==> src/rtl/mips_core_pkg.sv <==
// Shared store-queue types: entry layout, default depth and the word-granular address compare.
// Pure declarations; no timing or flow control of its own.
package mips_core_pkg;

  localparam int SQ_DEPTH  = 8;
  localparam int SQ_ADDR_W = 32;
  localparam int SQ_DATA_W = 32;

  typedef struct packed {
    logic                 resolved;
    logic [SQ_ADDR_W-1:0] addr;
    logic [SQ_DATA_W-1:0] data;
  } sq_entry_t;

  // Stores and loads alias when they touch the same 32-bit word.
  function automatic logic word_match(input logic [SQ_ADDR_W-1:0] a,
                                      input logic [SQ_ADDR_W-1:0] b);
    return ((a ^ b) >> 2) == '0;
  endfunction

endpackage

==> src/rtl/sq_age_select.sv <==
// Age-ordered search of the older-store window [head, snap): youngest resolved match and any
// younger unresolved store. Purely combinational, no flow control.
module sq_age_select
  import mips_core_pkg::*;
#(
  parameter int DEPTH = SQ_DEPTH,
  parameter int IDX_W = $clog2(DEPTH)
) (
  input  logic [DEPTH-1:0] match_i,
  input  logic [DEPTH-1:0] unres_i,
  input  logic [IDX_W:0]   head_i,
  input  logic [IDX_W:0]   snap_i,
  output logic             found_o,
  output logic [IDX_W-1:0] idx_o,
  output logic             unres_younger_o
);

  logic [IDX_W:0]   span;
  logic [IDX_W-1:0] phys;
  logic [DEPTH-1:0] rot_match;
  logic [DEPTH-1:0] rot_unres;

  always_comb begin
    span      = snap_i - head_i;
    phys      = '0;
    rot_match = '0;
    rot_unres = '0;
    // Rotated slot k is the k-th oldest entry; a span beyond DEPTH means the snapshot already drained.
    for (int k = 0; k < DEPTH; k++) begin
      phys = head_i[IDX_W-1:0] + IDX_W'(k);
      if ((span <= (IDX_W+1)'(DEPTH)) && ((IDX_W+1)'(k) < span)) begin
        rot_match[k] = match_i[phys];
        rot_unres[k] = unres_i[phys];
      end
    end

    found_o         = 1'b0;
    idx_o           = '0;
    unres_younger_o = 1'b0;
    for (int k = DEPTH - 1; k >= 0; k--) begin
      if (!found_o) begin
        if (rot_match[k]) begin
          found_o = 1'b1;
          idx_o   = head_i[IDX_W-1:0] + IDX_W'(k);
        end else if (rot_unres[k]) begin
          unres_younger_o = 1'b1;
        end
      end
    end
  end

endmodule

==> src/rtl/store_queue_fwd.sv <==
// Age-ordered store queue: in-order alloc/commit/drain, 0-cycle load lookup, D-cache valid/ready drain.
// Define STORE_FWD_EN for store-to-load forwarding; otherwise any older alias or unresolved store stalls.
module store_queue_fwd
  import mips_core_pkg::*;
#(
  parameter int DEPTH  = SQ_DEPTH,
  parameter int ADDR_W = SQ_ADDR_W,
  parameter int DATA_W = SQ_DATA_W,
  parameter int IDX_W  = $clog2(DEPTH)
) (
  input  logic              clk,
  input  logic              rst_n,
  input  logic              alloc_valid,
  output logic              alloc_ready,
  output logic [IDX_W:0]    alloc_ptr,
  input  logic              agu_valid,
  input  logic [IDX_W-1:0]  agu_idx,
  input  logic [ADDR_W-1:0] agu_addr,
  input  logic [DATA_W-1:0] agu_data,
  input  logic              commit_valid,
  input  logic              flush,
  output logic              dc_req_valid,
  input  logic              dc_req_ready,
  output logic [ADDR_W-1:0] dc_req_addr,
  output logic [DATA_W-1:0] dc_req_data,
  input  logic              ld_valid,
  input  logic [ADDR_W-1:0] ld_addr,
  input  logic [IDX_W:0]    ld_snap,
  output logic              ld_fwd_hit,
  output logic [DATA_W-1:0] ld_fwd_data,
  output logic              ld_stall,
  output logic [IDX_W:0]    count,
  output logic              empty
);

  localparam logic [IDX_W:0] DEPTH_P = (IDX_W+1)'(DEPTH);

  sq_entry_t        entry_q [DEPTH];
  logic [IDX_W:0]   head_q, head_d;
  logic [IDX_W:0]   cmt_q, cmt_d;
  logic [IDX_W:0]   tail_q, tail_d;
  logic             full;
  logic             do_alloc, do_agu, do_commit, do_drain;
  logic [DEPTH-1:0] match_vec, unres_vec;

  assign count       = tail_q - head_q;
  assign empty       = (count == '0);
  assign full        = (count == DEPTH_P);
  assign alloc_ready = !full && !flush;
  assign alloc_ptr   = tail_q;

  assign do_alloc  = alloc_valid && alloc_ready;
  assign do_agu    = agu_valid && !flush;
  assign do_commit = commit_valid && (cmt_q != tail_q) && entry_q[cmt_q[IDX_W-1:0]].resolved;

  assign dc_req_valid = (head_q != cmt_q) && entry_q[head_q[IDX_W-1:0]].resolved;
  assign dc_req_addr  = dc_req_valid ? entry_q[head_q[IDX_W-1:0]].addr : '0;
  assign dc_req_data  = dc_req_valid ? entry_q[head_q[IDX_W-1:0]].data : '0;
  assign do_drain     = dc_req_valid && dc_req_ready;

  // Flush rewinds tail onto the commit pointer after this cycle's commit has advanced it.
  always_comb begin
    head_d = head_q + (IDX_W+1)'(do_drain);
    cmt_d  = cmt_q + (IDX_W+1)'(do_commit);
    tail_d = flush ? cmt_d : tail_q + (IDX_W+1)'(do_alloc);
  end

  always_ff @(posedge clk or negedge rst_n) begin
    if (!rst_n) begin
      head_q <= '0;
      cmt_q  <= '0;
      tail_q <= '0;
      for (int i = 0; i < DEPTH; i++) entry_q[i] <= '0;
    end else begin
      head_q <= head_d;
      cmt_q  <= cmt_d;
      tail_q <= tail_d;
      if (do_alloc) entry_q[tail_q[IDX_W-1:0]].resolved <= 1'b0;
      if (do_agu)   entry_q[agu_idx] <= '{resolved: 1'b1, addr: agu_addr, data: agu_data};
    end
  end

  always_comb begin
    match_vec = '0;
    unres_vec = '0;
    for (int i = 0; i < DEPTH; i++) begin
      match_vec[i] = entry_q[i].resolved && word_match(entry_q[i].addr, ld_addr);
      unres_vec[i] = !entry_q[i].resolved;
    end
  end

`ifdef STORE_FWD_EN
  logic             m_found;
  logic             m_unres_younger;
  logic [IDX_W-1:0] m_idx;

  sq_age_select #(.DEPTH(DEPTH), .IDX_W(IDX_W)) u_age_select (
    .match_i         (match_vec),
    .unres_i         (unres_vec),
    .head_i          (head_q),
    .snap_i          (ld_snap),
    .found_o         (m_found),
    .idx_o           (m_idx),
    .unres_younger_o (m_unres_younger)
  );

  assign ld_fwd_hit  = ld_valid && m_found && !m_unres_younger;
  assign ld_stall    = ld_valid && m_unres_younger;
  assign ld_fwd_data = ld_fwd_hit ? entry_q[m_idx].data : '0;
`else
  logic [IDX_W:0]   ld_span;
  logic [IDX_W-1:0] rel;
  logic [DEPTH-1:0] older_vec;

  always_comb begin
    ld_span   = ld_snap - head_q;
    rel       = '0;
    older_vec = '0;
    for (int i = 0; i < DEPTH; i++) begin
      rel = IDX_W'(i) - head_q[IDX_W-1:0];
      older_vec[i] = (ld_span <= DEPTH_P) && ({1'b0, rel} < ld_span);
    end
  end

  assign ld_stall    = ld_valid && |(older_vec & (unres_vec | match_vec));
  assign ld_fwd_hit  = 1'b0;
  assign ld_fwd_data = '0;
`endif

endmodule

==> config.mk <==
export PLATFORM = sky130hd
export DESIGN_NAME = store_queue_fwd
export DESIGN_NICKNAME = d
export VERILOG_FILES = /design/src/rtl/mips_core_pkg.sv /design/src/rtl/sq_age_select.sv /design/src/rtl/store_queue_fwd.sv
export SDC_FILE = /design/constraint.sdc
export NUM_CORES = 1
export LEC_CHECK = 0
export CORE_MARGIN = 3
export CORE_UTILIZATION = 50
export DETAILED_ROUTE_END_ITERATION = 10
export HOLD_SLACK_MARGIN = 0.08
export PLACE_DENSITY = 0.7
export SYNTH_ARGS = -nofsm -noshare
export SYNTH_HDL_FRONTEND = slang
export SYNTH_HIERARCHICAL = 1
export SYNTH_SLANG_ARGS = --single-unit
==> constraint.sdc <==
create_clock -name clk -period 10.8 [get_ports clk]
set_clock_uncertainty 0.15 [all_clocks]
set_input_delay 2.16 -clock clk [delete_from_list [all_inputs] [get_ports clk]]
set_output_delay 2.16 -clock clk [all_outputs]
set_load 0.01 [all_outputs]
# ---- Word level (Yosys, flattened, before mapping)
# Cells that the tools add are included.
dict set report classes {
  eq_ne 3
  order_cmp 15
  n_bitwise 14
  reduce_logical 46
  n_mux 17
  addsub 13
}
# op n
set op_table {}
lappend op_table {{$bwmux 520} 2}
lappend op_table {{$mux 520} 2}
lappend op_table {{$bmux 65 s3} 2}
lappend op_table {{$demux 65 s3} 2}
lappend op_table {{$mux 65} 6}
lappend op_table {{$logic_not 32->1} 8}
lappend op_table {{$xor 32x32->32} 8}
lappend op_table {{$mux 32} 2}
lappend op_table {{$lt 3x4->1} 8}
lappend op_table {{$logic_and 1x1->1} 26}
lappend op_table {{$ge 4x4->1 const B} 4}
lappend op_table {{$not 3->4} 4}
lappend op_table {{$add 4x1->4} 3}
lappend op_table {{$sub 3x3->3 const A} 4}
lappend op_table {{$logic_not 1->1} 10}
lappend op_table {{$and 8x8->8} 1}
lappend op_table {{$lt 4x1->1 const B} 2}
lappend op_table {{$ne 4x4->1} 2}
lappend op_table {{$or 8x8->8} 1}
lappend op_table {{$reduce_or 8->1} 1}
lappend op_table {{$sub 4x4->4} 2}
lappend op_table {{$sub 1x3->3 const A} 2}
lappend op_table {{$sub 2x3->3 const A} 2}
lappend op_table {{$eq 4x4->1 const B} 1}
lappend op_table {{other kinds (3)} 3}
dict set report word_totals {
  word_cells 135
  out_inout_bits 109
  reg_bits 532
}

# ---- Longest topological paths before layout
# Gate-level depths: netlist of run 1.
dict set report logic_depth {
  depth_word 9
  ltp_mapped 15
  mapped_depth_nobuf 12
}

# ---- Worst setup path after synthesis of run 1
# Ideal clock, no wire load.
dict set report synth_path {
  path_type {input to output}
  startpoint {input ld_snap[0]}
  endpoint {output ld_stall}
  t_arrival_ns 4.164
  path_stages 9
  required_time_ns 8.490
  path_buffers 0
  setup_slack_ns 4.326
  cell_sequence {inv_1 > ha_1 > fa_1 > ha_1 > a21oi_1 > maj3_1 > o211ai_1 > nand4_1 > o311a_1}
}
dict set report synth_via {
  elab_chain_cells 6
  elab_cells_between_ends 21
}
# element line_no
set synth_lines {}
lappend synth_lines {{start, declared} store_queue_fwd.sv:28} ;# input logic [IDX_W:0] ld_snap,
lappend synth_lines {{$sub 4x4->4 *} store_queue_fwd.sv:116} ;# ld_span = ld_snap - head_q;
lappend synth_lines {{$le 4x4->1 or $lt 3x4->1 (tied branches)} store_queue_fwd.sv:121} ;# older_vec[i] = (ld_span <= DEPTH_P) && ({1'b0, rel} < ld_span);
lappend synth_lines {{$logic_and 1x1->1} store_queue_fwd.sv:121}
lappend synth_lines {{$and 8x8->8 *} store_queue_fwd.sv:125} ;# assign ld_stall = ld_valid && |(older_vec & (unres_vec | match_vec));
lappend synth_lines {{$reduce_or 8->1 *} store_queue_fwd.sv:125}
lappend synth_lines {{$logic_and 1x1->1 *} store_queue_fwd.sv:125}
lappend synth_lines {{end, declared} store_queue_fwd.sv:31} ;# output logic ld_stall,
# Every way passes the cells marked *; elsewhere a longest branch is shown, timed or not.

# ---- Final worst setup path of run 1
dict set report layout_path {
  startpoint {input ld_addr[29]}
  endpoint {output ld_stall}
}
dict set report layout_via {
  elab_chain_cells 7
  elab_cells_between_ends 28
}
# element line_no
set layout_lines {}
lappend layout_lines {{start, declared} store_queue_fwd.sv:27} ;# input logic [ADDR_W-1:0] ld_addr,
lappend layout_lines {{$xor 32x32->32} mips_core_pkg.sv:18} ;# return ((a ^ b) >> 2) == '0;
lappend layout_lines {{$logic_not 32->1} mips_core_pkg.sv:18}
lappend layout_lines {{$logic_and 1x1->1} store_queue_fwd.sv:87} ;# match_vec[i] = entry_q[i].resolved && word_match(entry_q[i].addr, ld_addr);
lappend layout_lines {{$or 8x8->8 *} store_queue_fwd.sv:125}
lappend layout_lines {{$and 8x8->8 *} store_queue_fwd.sv:125}
lappend layout_lines {{$reduce_or 8->1 *} store_queue_fwd.sv:125}
lappend layout_lines {{$logic_and 1x1->1 *} store_queue_fwd.sv:125}
# Marked as above.

==> results of run 1 <==
[metal layers]
metal | global-route usage, % | vias up | share of wire, %
met2 | 42.0 | 553 | 48
met1 | 35.7 | 9025 | 41
met5 | 0 | - | 0.11
li1 | - | 7460 | -
met4 | 10.4 | 12 | 3.9
met3 | 5.85 | 149 | 7.0
[registers in the layout, summed over array words and instances, names as in the netlist]
name	count
head_q	4
entry_q	520
cmt_q	4
alloc_ptr	4
[layout make-up]
class / instances / area [µm²]
multi-input combinational: 1322 / 13400
fill: 4327 / 22600
sequential: 532 / 13300
inverter: 18 / 67.6
clock buffer: 77 / 1630
antenna: 6 / 15.0
tap: 696 / 871
timing repair buffer: 210 / 2050
clock inverter: 24 / 199
[cell usage after synthesis, drive strengths merged]
master   number  area (µm²)
xnor2        89         780
o21ai        11        58.8
ha           18         225
a21o          5        38.8
a2111o        1        11.3
nand4        26         163
nor3          2        10.0
o211ai        3        22.5
nor2          9        33.8
nand2b        2        12.5
nand3b        4        30.0
fa            3        60.1
a31oi         1        6.26
mux4        132        2970
o311ai        1        16.3
nor3b         4        30.0
nor4         40         250
maj3          1        10.0
o31ai         3        22.5
dfrtp       532       13300
a21boi        2        15.0
xor2        172        1510
conb          1        3.75
a21oi        69         345
a2111oi       1        15.0
o41ai         9        93.8
and3          1        6.26
and2          2        15.0
inv          18        67.6
o22ai         1        6.26
mux2        514        5790
o311a         1        10.0
nand3        17        85.1
clkbuf       51         191
mux2i         2        20.0
nor2b         4        25.0
nand2       139         522
buf         125         762
[power by group through the flow]
stage	registers (µW)	logic (µW)	clock network, µW
after floorplan	2760	2280	0
after global placement	2950	3330	0
after detailed placement	3000	3360	0
after CTS	2960	3390	1950
after global routing	3030	3630	2030
final	2960	3370	1910
[final timing paths]
kind                         startpoint           end  slack (ns)  depth (start not counted)
setup / recovery            ld_addr[29]      ld_stall        2.57                          9
hold / removal             entry_q[330]  entry_q[330]        0.35                          1
setup reg to reg              head_q[1]  alloc_ptr[1]        6.58                         10
min in group asynchronous         rst_n  entry_q[238]        1.50                          1
hold reg to reg            entry_q[330]  entry_q[330]        0.35                          1
max in group asynchronous         rst_n  entry_q[340]        6.67                          3
[worst register-to-register path: stages (launching register included)]
cell and delay (ns):
dfrtp_4 0.99, buf_4 0.86, fa_1 0.38, xor2_1 0.14, inv_1 0.07, nor3_1 0.39
a21oi_1 0.19, and2_1 0.22, ha_1 0.20, ha_1 0.27, mux2_2 0.25
[cell usage in the layout (no fill, tap or decap), types with 3 or more instances in the layout]
master | Yosys | routed
clkbuf_8 | 0 | 15
xor2_1 | 172 | 172
nor4_1 | 40 | 40
o211ai_1 | 3 | 3
nand4_1 | 26 | 26
clkinv_2 | 0 | 16
a21oi_1 | 69 | 69
conb_1 | 1 | 33
o41ai_1 | 7 | 7
diode_2 | 0 | 6
clkdlybuf4s50_1 | 0 | 183
inv_1 | 18 | 17
dfrtp_4 | 0 | 3
nor2_1 | 9 | 8
ha_1 | 18 | 18
mux4_2 | 132 | 132
clkbuf_16 | 0 | 56
o21ai_0 | 10 | 10
nor2b_1 | 4 | 4
a21o_1 | 4 | 4
nand3b_1 | 4 | 4
nand2_1 | 139 | 138
nand3_1 | 17 | 17
mux2_2 | 514 | 514
dfrtp_1 | 532 | 529
o31ai_1 | 3 | 3
clkinvlp_4 | 0 | 3
buf_4 | 35 | 25
xnor2_1 | 89 | 89
clkbuf_1 | 51 | 6
fa_1 | 3 | 3
[cell families (layout without fill, tap and decap cells)]
logic type / count (synthesis) / after routing / share of synthesized area, %
multiplexers: 648 / 648 / 31.9
flip-flops: 532 / 532 / 48.3
XOR/XNOR: 261 / 261 / 8.30
AND/OR/NAND/NOR: 250 / 250 / 4.29
buffers and inverters: 194 / 329 / 3.71
AO/OA/AOI/OAI: 108 / 108 / 2.40
adder cells (fa/ha/maj): 22 / 22 / 1.07
other: 1 / 39 / 0.0136
[stage by stage]
step                      cells  hold slack [ns]  util (%)  total power, µW  setup WS, ns
after floorplan            2048            0.324         -             5040          4.33
after global placement     2778            0.331      54.9             6280          2.79
after detailed placement   2778            0.337      54.9             6360          2.80
after CTS                  2879            0.351      58.2             8290          2.77
after global routing       2882            0.364      58.3             8690          2.33
final                      2885            0.349      58.3             8230          2.57
==> results.txt, run 1 <==
The HPWL reported at the end of detailed placement is 48300 µm. Setup repair after global routing left no endpoint under its margin. The die covers 0.0579 mm².

The floorplan step set the die width to 241 µm. The depth of the CTS H-tree was 2; the number of hold buffers added after cts was 0. The overall via count from detail_route came out at 17200. The cell type group with the largest total delay on the critical path is buffers and inverters. The logs give 0 for the overflow left after global routing and 0 for the max-capacitance violation count. For the initial cell density of the core, the log shows 50.9%. Wires add up to 75500 µm. After clock tree synthesis, the clock-pin slew on the worst setup and hold paths is 0.06 ns. The number of setup buffers added after CTS is 0. The tools report the violation count after the first detailed-routing iteration as 1296. Share of cells above drive strength 1: 36.0%.

The Yosys step of the flow raised 6 warnings. The flow ran to the end, and the final reports show no timing, DRC or antenna violations. The pin count of the biggest net entering global routing came out at 153. Synthesis produced a netlist whose cell count is 2016.

The tools report the worst IR drop on VDD as 290 µV. The part of the Yosys area used for sequential elements was 48.3%. From bottom edge to top edge, the die measures 241 µm.

Adding up every negative setup slack in the final design gives 0 ns. For the total leakage power, the log shows 0.0133 µW. The type of the worst setup path is input pin to output port. The largest single stage delay on the critical path is 0.98 ns. The tools report the type of destination of the critical path as an output port. The final-report hold violation count was 0. The final cell area excluding filler cells was 0.0315 mm²; the total of cells resized after clock tree synthesis was 0. Along the worst path, the maximum fanout reaches 8.

The worst hold path class was register to register. The count of buffers added on input and output ports is 184. The power density over the cells is 261 mW/mm².

The flip-flop and latch count after synthesis is 532. The final weighted congestion of routability-driven global placement is 0.950, and the critical path buffer and inverter count is 2. The logs give 0.61 ns for the clock latency of the later-clocked register in the worst-skew pair and 12 for the number of antenna violations at the first check in global routing.

The actual slew at the worst max-slew pin was 1.23 ns; the number of nets with antenna violations after routing was 0. TritonCTS built the clock tree. The number of unique standard cell types used by synthesis is 45. STA classifies the critical path startpoint as an input pin. For the normalized max-slew margin, the log shows 17.2%. Static timing analysis puts the maximum clock frequency at 0.121 GHz. The run gives 5.92 ns as the arrival time of the worst setup path. For this run, the post-layout net count is 2272. The clock share of power is 23.1%. Row generation in the floorplan step produced 85 rows. Summed over all nets, the switching power comes to 2910 µW. Of the available clock period, the critical path in the final layout requires 76.2%. Combinational logic burns 40.9% of the power.

The overall routing resource usage was 26.4%. At the worst endpoint, the required time is 8.49 ns. The clock sink count was 532. The synthesized area per cell is 13.7 µm². The internal power of the cells was 5320 µW; the number of I/O pins was 220.

Portion of total power attributed to sequential cells: 35.9%. Dividing the detail-routed via count by the number of cells gives 5.96. The number of global-route vias before repair was 18000. Among all stages on the critical path, the largest delay is contributed by nor4_1. The area added between synthesis and finish is 14.5%. The switching fraction of total power was 35.4%. The floorplan step defined a core boundary enclosing 0.0541 mm². The run gives 0 as the max-slew violation count. The final period demand of the worst path is 8.23 ns. In the routed design, unresolved DRC markers number 0.

The critical path goes through clkdlybuf4s50_1 > xor2_1 > nor4_1 > nand3_1 > o41ai_1 > o21ai_0 > nand3_1 > o311a_1 > clkdlybuf4s50_1. The mapped netlist covers 0.0275 mm². The cell sitting at the root of the clock tree is a clkbuf_16. The number of clock buffers added by TritonCTS is 56. Setup violations remaining at the end of the flow were counted as 0. Summing all placed instances gives a cell area of 0.0297 mm².

The clock passes through at most 3 buffers. The number of search-and-repair iterations in the first detailed-routing pass was 5; the global-route wire length before repair was 114000 µm. The average wire per standard cell was 26.2 µm.
No activity file was read; power rests on OpenSTA's default activity.
==> run 2: changes to the inputs <==
==> constraint.sdc (replaced) <==
create_clock -name clk -period 8.4 [get_ports clk]
set_clock_uncertainty 0.15 [all_clocks]
set_input_delay 1.68 -clock clk [delete_from_list [all_inputs] [get_ports clk]]
set_output_delay 1.68 -clock clk [all_outputs]
set_load 0.01 [all_outputs]
==> run 2 against run 1 <==
  * First-iteration DRC count up 1.5%
  * Routed wire length rose by 0.28%
  * Worst setup slack worse by 1.4 ns
  * Flip-flop and latch count did not move
  * Critical endpoint unchanged
  * Highest routed layer unchanged
==> results.txt, run 2 (synthesis results as in run 1) <==
The flow ran to the end, and the final reports show no timing, DRC or antenna violations. In this run the deepest clock path goes through 3 buffers. For this block, the via count after detailed routing is 17200. The tools report the pin count of the biggest net entering global routing as 150. For this configuration, the core starts out at a cell density of 50.9%. The first detailed-routing pass took 4 iterations.

Dividing total power by cell area gives a power density of 338 mW/mm². The most common library cell in the layout ignoring fill and taps was dfrtp_1. The max-slew violation count came out at 0.

Of all nets on the critical path, the largest fanout is 8. In this run the static leakage power is 0.0133 µW. Setup repair after global routing left no endpoint under its margin. In the final layout, the share of cells above drive strength 1 is 35.6%. The count of standard-cell rows is 85, and the post-CTS clock slew at the launch and capture registers of the worst setup and hold paths is 0.06 ns. The tools report the CTS buffer count as 58. The normalized max-slew margin was 25.6%.

For this run, design rule violations remaining after detail routing come to 0. The count of buffers added on input and output ports is 184. Pin placement for this block handled 220 I/O pins. Setup violations remaining at the end of the flow were counted as 0. For the final-report hold violation count, the log shows 0.

After detailed placement, the total cell area comes to 0.0297 mm². TritonCTS built the clock tree. The number of global-route vias before repair is 18000. The worst setup path is captured at an output port.

At the pin with the least slew margin, the transition time is 1.11 ns. The die is 241 µm tall. The final weighted congestion of routability-driven global placement was 0.935; the stage delay of the slowest cell on the critical path was 0.89 ns.

After global routing the overflow that remains totals 0. The worst-case IR drop observed on VDD is 334 µV. The total detailed-routing wirelength was 75700 µm.

The share of the clock period used by the worst path after layout came out at 85.7%. The violation count after the first detailed-routing iteration was 1315; the number of antenna violations at the first check in global routing was 14. In the global route stage, overall resource usage came out at 26.2%.

The total of cells resized after clock tree synthesis came out at 0. The number of nets in the layout was 2273; the final period demand of the worst path was 7.20 ns. After routing the design area is 0.0316 mm².

The run gives 0.0541 mm² as the floorplan core area. The tree is rooted in a clkbuf_16. The area added between synthesis and finish came out at 14.9%. The run gives 5.37 ns as the arrival time of the worst setup path. Top register by number of flip-flops: entry_q.

After detailed routing, the number of vias per cell comes to 5.96. The HPWL reported at the end of detailed placement came out at 48300 µm. Sum of negative setup slack: 0 ns.

The run gives 58.5% as the final cell utilization of the core. The top cell types in the final layout, fill and taps aside, are dfrtp_1, mux2_2, clkdlybuf4s50_1. In the final routed layout, each cell accounts on average for 26.2 µm. Based on the critical path, the design can be clocked at up to 0.139 GHz. In this run the number of H-tree levels came out at 2. Clock latency of the later-clocked register in the worst-skew pair: 0.62 ns.

The tightest min-delay check is of the register to register type. The register with the most flip-flops in the layout has 520 of them. The logs give 6.57 ns for the required time of the critical path and 532 for the clock sink count. The floorplan step defined a die boundary enclosing 0.0579 mm². The largest individual stage delay along the critical path comes from the cell nor4_1. The worst setup path is of the input pin to output port kind. The final hold slack was 0.349 ns. The critical path goes through clkdlybuf4s50_1 > xor2_1 > nor4_1 > nand3_1 > o41ai_1 > o21ai_0 > nand3_1 > o311a_1 > clkdlybuf4s50_1. The x dimension of the die was 241 µm; the global-route wire length before repair was 113000 µm. Hold repair after CTS inserted 0 buffers. STA classifies the critical path startpoint as an input pin. After clock tree synthesis, the setup repair step added 0 buffers. Max-cap violations in this run came to 0. The detail route stage leaves a number of antenna-violating nets equal to 0.
## run 2: changes by cell type in the layout (fill, tap and decap cells not counted), moves of 2 or more
cell and delta:
clkbuf_1 +12, clkinv_2 -9, clkbuf_16 +3, buf_4 -2
clkbuf_8 -2
## run 2: metrics by stage
step | worst slack, ns | power (µW) | instances
final | 1.20 | 10700 | 2890
after global routing | 1.05 | 11200 | 2890
after CTS | 1.32 | 10800 | 2884
after detailed placement | 1.32 | 8170 | 2777
after global placement | 1.35 | 8070 | 2777
after floorplan | 2.89 | 6480 | 2048
## run 2: power breakdown
| group | internal, µW | total (µW) | switching [µW] |
|---|---|---|---|
| combinational | 2240 | 4340 | 2100 |
| clock | 1500 | 2560 | 1060 |
| sequential | 3190 | 3810 | 616 |
## run 2: worst paths after layout
kind	depth (start not counted)	endpoint	from	slack, ns
min in group asynchronous	1	entry_q[42]	rst_n	0.89
max in group asynchronous	2	entry_q[469]	rst_n	5.61
max	9	ld_stall	ld_addr[29]	1.20
min reg2reg	1	entry_q[337]	entry_q[337]	0.35
min	1	entry_q[337]	entry_q[337]	0.35
max reg2reg	11	head_q[2]	head_q[2]	4.76
## run 2: cell type report
class / instances / area [µm²]
antenna: 6 / 15.0
clock buffer: 90 / 1720
clock inverter: 17 / 199
fill: 4287 / 22500
inverter: 18 / 67.6
multi-input combinational: 1322 / 13400
sequential: 532 / 13300
tap: 696 / 871
timing repair buffer: 209 / 2060
## run 2: worst max-delay path, delay by kind of cell
kind	cells	cell delay [ns]
buffers and inverters	2	1.35
AOI/OAI and AO/OA	3	0.91
and+or+nand+nor	3	1.18
xor gates and xnor gates	1	0.24
## run 2: layer usage
| layer | GRT usage (%) | vias to the layer above | share of wire [%] |
|---|---|---|---|
| met5 | 0 | - | 0.13 |
| met2 | 42.1 | 538 | 48 |
| met3 | 5.75 | 145 | 6.8 |
| met1 | 35.2 | 9081 | 41 |
| li1 | - | 7460 | - |
| met4 | 10.2 | 14 | 3.5 |
==> run 3: changes to the inputs <==
--- a/config.mk
+++ b/config.mk
@@ -10,6 +10,7 @@
 export DETAILED_ROUTE_END_ITERATION = 10
 export HOLD_SLACK_MARGIN = 0.08
 export PLACE_DENSITY = 0.7
+export RECOVER_POWER = 100
 export SYNTH_ARGS = -nofsm -noshare
 export SYNTH_HDL_FRONTEND = slang
 export SYNTH_HIERARCHICAL = 1
==> run 3 against run 2 <==
  * The run now ends with max-capacitance violations, max-slew violations left
  * Critical path depth is the same
  * Worst setup slack worse by 0.47 ns
  * Register-to-register slack got worse by 1.5 ns
  * Critical path type is now register to output port
==> results.txt, run 3 (synthesis results as in run 1) <==
Sum of negative setup slack: 0 ns. The run finished, with violations left. Cell count after placement: 2777.

The max-slew violation count was 780; the power density over the cells was 335 mW/mm². Entering global routing, the biggest net connects 150 pins. Once the floorplan was initialized, standard cells occupied 50.9% of the core. After detailed routing, the average wire length per cell comes to 26.2 µm. The worst hold path belongs to the class register to register. Static timing analysis puts the maximum clock frequency at 0.130 GHz. Final hold analysis gives a worst-case slack of 0.349 ns. For this run the aggregate overflow at the end of global routing stands at 0. The number of global-route vias before repair is 18000. In the final layout, the multi-input gates occupy 0.0133 mm².

Across the whole layout, storage elements account for 0.0133 mm². TritonCTS built the clock tree. The number of setup violations in the final report came out at 0.

The max-capacitance violation count came out at 21. Along the worst path, the maximum fanout reaches 52. The first global-routing pass estimated 113000 µm of wire. The overall routing resource usage is 26.2%. The pre-antenna-repair detailed-routing pass consisted of 5 iterations. The die footprint came out at 0.0579 mm².

The normalized max-slew margin is -247%, and the post-CTS clock slew at the launch and capture registers of the worst setup and hold paths is 0.06 ns. The number of I/O pins is 220, and the share of cells above drive strength 1 is 34.5%. Dividing the detail-routed via count by the number of cells gives 5.97. The wire-length estimate of the detail-placed layout is 48300 µm. The logs give 0.0134 µW for the total leakage power and 6.57 ns for the required time of the critical path. The routed layout has 17300 vias. The final-report hold violation count was 0. The worst setup path is captured at an output port. The worst setup path is of the register to output port kind. The number of antenna violations at the first check in global routing came out at 14. The number of flip-flops in the largest register is 520, and the total of cells resized after clock tree synthesis is 0. STA classifies the critical path startpoint as a register. After layout, the worst path uses 91.3% of the clock period.

The filler cell count in the final layout is 4308. Final period demand of the worst path: 7.67 ns. At the pin with the least slew margin, the transition time is 5.21 ns. The chip height came out at 241 µm. Across the VDD grid, the largest voltage drop is 303 µV. The tree built by TritonCTS fans out to 532 sinks. The buffer count from post-CTS setup fixing came out at 0.

Leaving out fill and tap cells, the most frequent cell in the layout is dfrtp_1. The library cells used most frequently in the layout, excluding fill and tap cells, are dfrtp_1, mux2_2, xor2_1. Setup repair after global routing left no endpoint under its margin.

In this run the core area contains 85 standard-cell rows. The total detailed-routing wirelength was 75600 µm. Ranked by flip-flop count, first place goes to entry_q. After detailed routing, the number of remaining DRC violations is 0. The master cell of the clock root buffer is clkbuf_16. Routability-driven placement finished with a final weighted congestion of 0.935. For the worst setup path, the data arrival time is 5.84 ns.

In this run the deepest clock path goes through 3 buffers. The floorplan core area was 0.0541 mm². The number of buffers added on ports came out at 184. The violation count after the first detailed-routing iteration is 1342, and the CTS buffer count is 58. Hold repair after CTS inserted 0 buffers. The tools report the number of nets with antenna violations after routing as 0.

The final reports fail on max-capacitance violations, max-slew violations. The number of standard cells in the final layout excluding fillers is 2890. The area added between synthesis and finish is 14.5%. The number of nets in the layout is 2273, and the depth of the CTS H-tree is 2. The die is 241 µm wide.

The later pin in the worst-skew pair is clocked with a latency of 0.62 ns.
run 3: cell count changes in the layout (fill, tap and decap cells not counted), sizes merged:
cell,change
buf,-16
clkbuf,+16
clkdlybuf4s50,-77
dlygate4sd3,+77
run 3: routing by layer:
metal,vias to the layer above,part of all wire (%),GRT usage (%)
met5,-,0.13,0
met4,14,3.5,10.2
met3,141,6.9,5.75
met2,538,48,42.1
met1,9108,41,35.2
li1,7463,-,-
run 3: stage by stage:
| stage | power, µW | instance area [µm²] | setup WS (ns) | utilization (%) |
|---|---|---|---|---|
| final | 10600 | 31500 | 0.731 | 58.2 |
| after global routing | 11100 | 31500 | 0.562 | 58.2 |
| after CTS | 10800 | 31600 | 1.32 | 58.4 |
| after detailed placement | 8170 | 29700 | 1.32 | 54.9 |
| after global placement | 8070 | 29700 | 1.35 | 54.9 |
| after floorplan | 6480 | 27700 | 2.89 | - |
run 3: path summary, 6_finish.rpt:
check	start	end	slack, ns	cells after the start
worst max-delay path	head_q[2]	dc_req_addr[23]	0.73	9
max in group asynchronous	rst_n	entry_q[376]	1.67	2
worst min-delay path	entry_q[337]	entry_q[337]	0.35	1
worst max register to register	head_q[2]	entry_q[389]	3.27	7
worst min register to register	entry_q[337]	entry_q[337]	0.35	1
min in group asynchronous	rst_n	entry_q[42]	2.76	1
run 3: area by class of cell:
cell class / count / area share (%)
Multi-Input combinational cell: 1322 / 42.3
Sequential cell: 532 / 42.2
Timing Repair Buffer: 209 / 6.33
Clock buffer: 90 / 5.46
Tap cell: 696 / 2.76
Clock inverter: 17 / 0.631
Inverter: 18 / 0.214
Antenna cell: 6 / 0.0476
run 3: report_power, final:
part / switching (µW) / leakage, µW / internal, µW
combinational: 2080 / 0.00595 / 2140
sequential: 614 / 0.00651 / 3190
clock: 1060 / 0.000932 / 1500
run 3: critical path, stage by stage (launching register included):
cell	delay (ns)
dfrtp_1	1.10
buf_4	0.90
xnor2_1	0.22
nand3_1	0.11
o21ai_0	0.18
nor2_1	0.09
a31oi_4	0.18
clkbuf_2	1.21
a21oi_1	0.42
dlygate4sd3_1	0.76
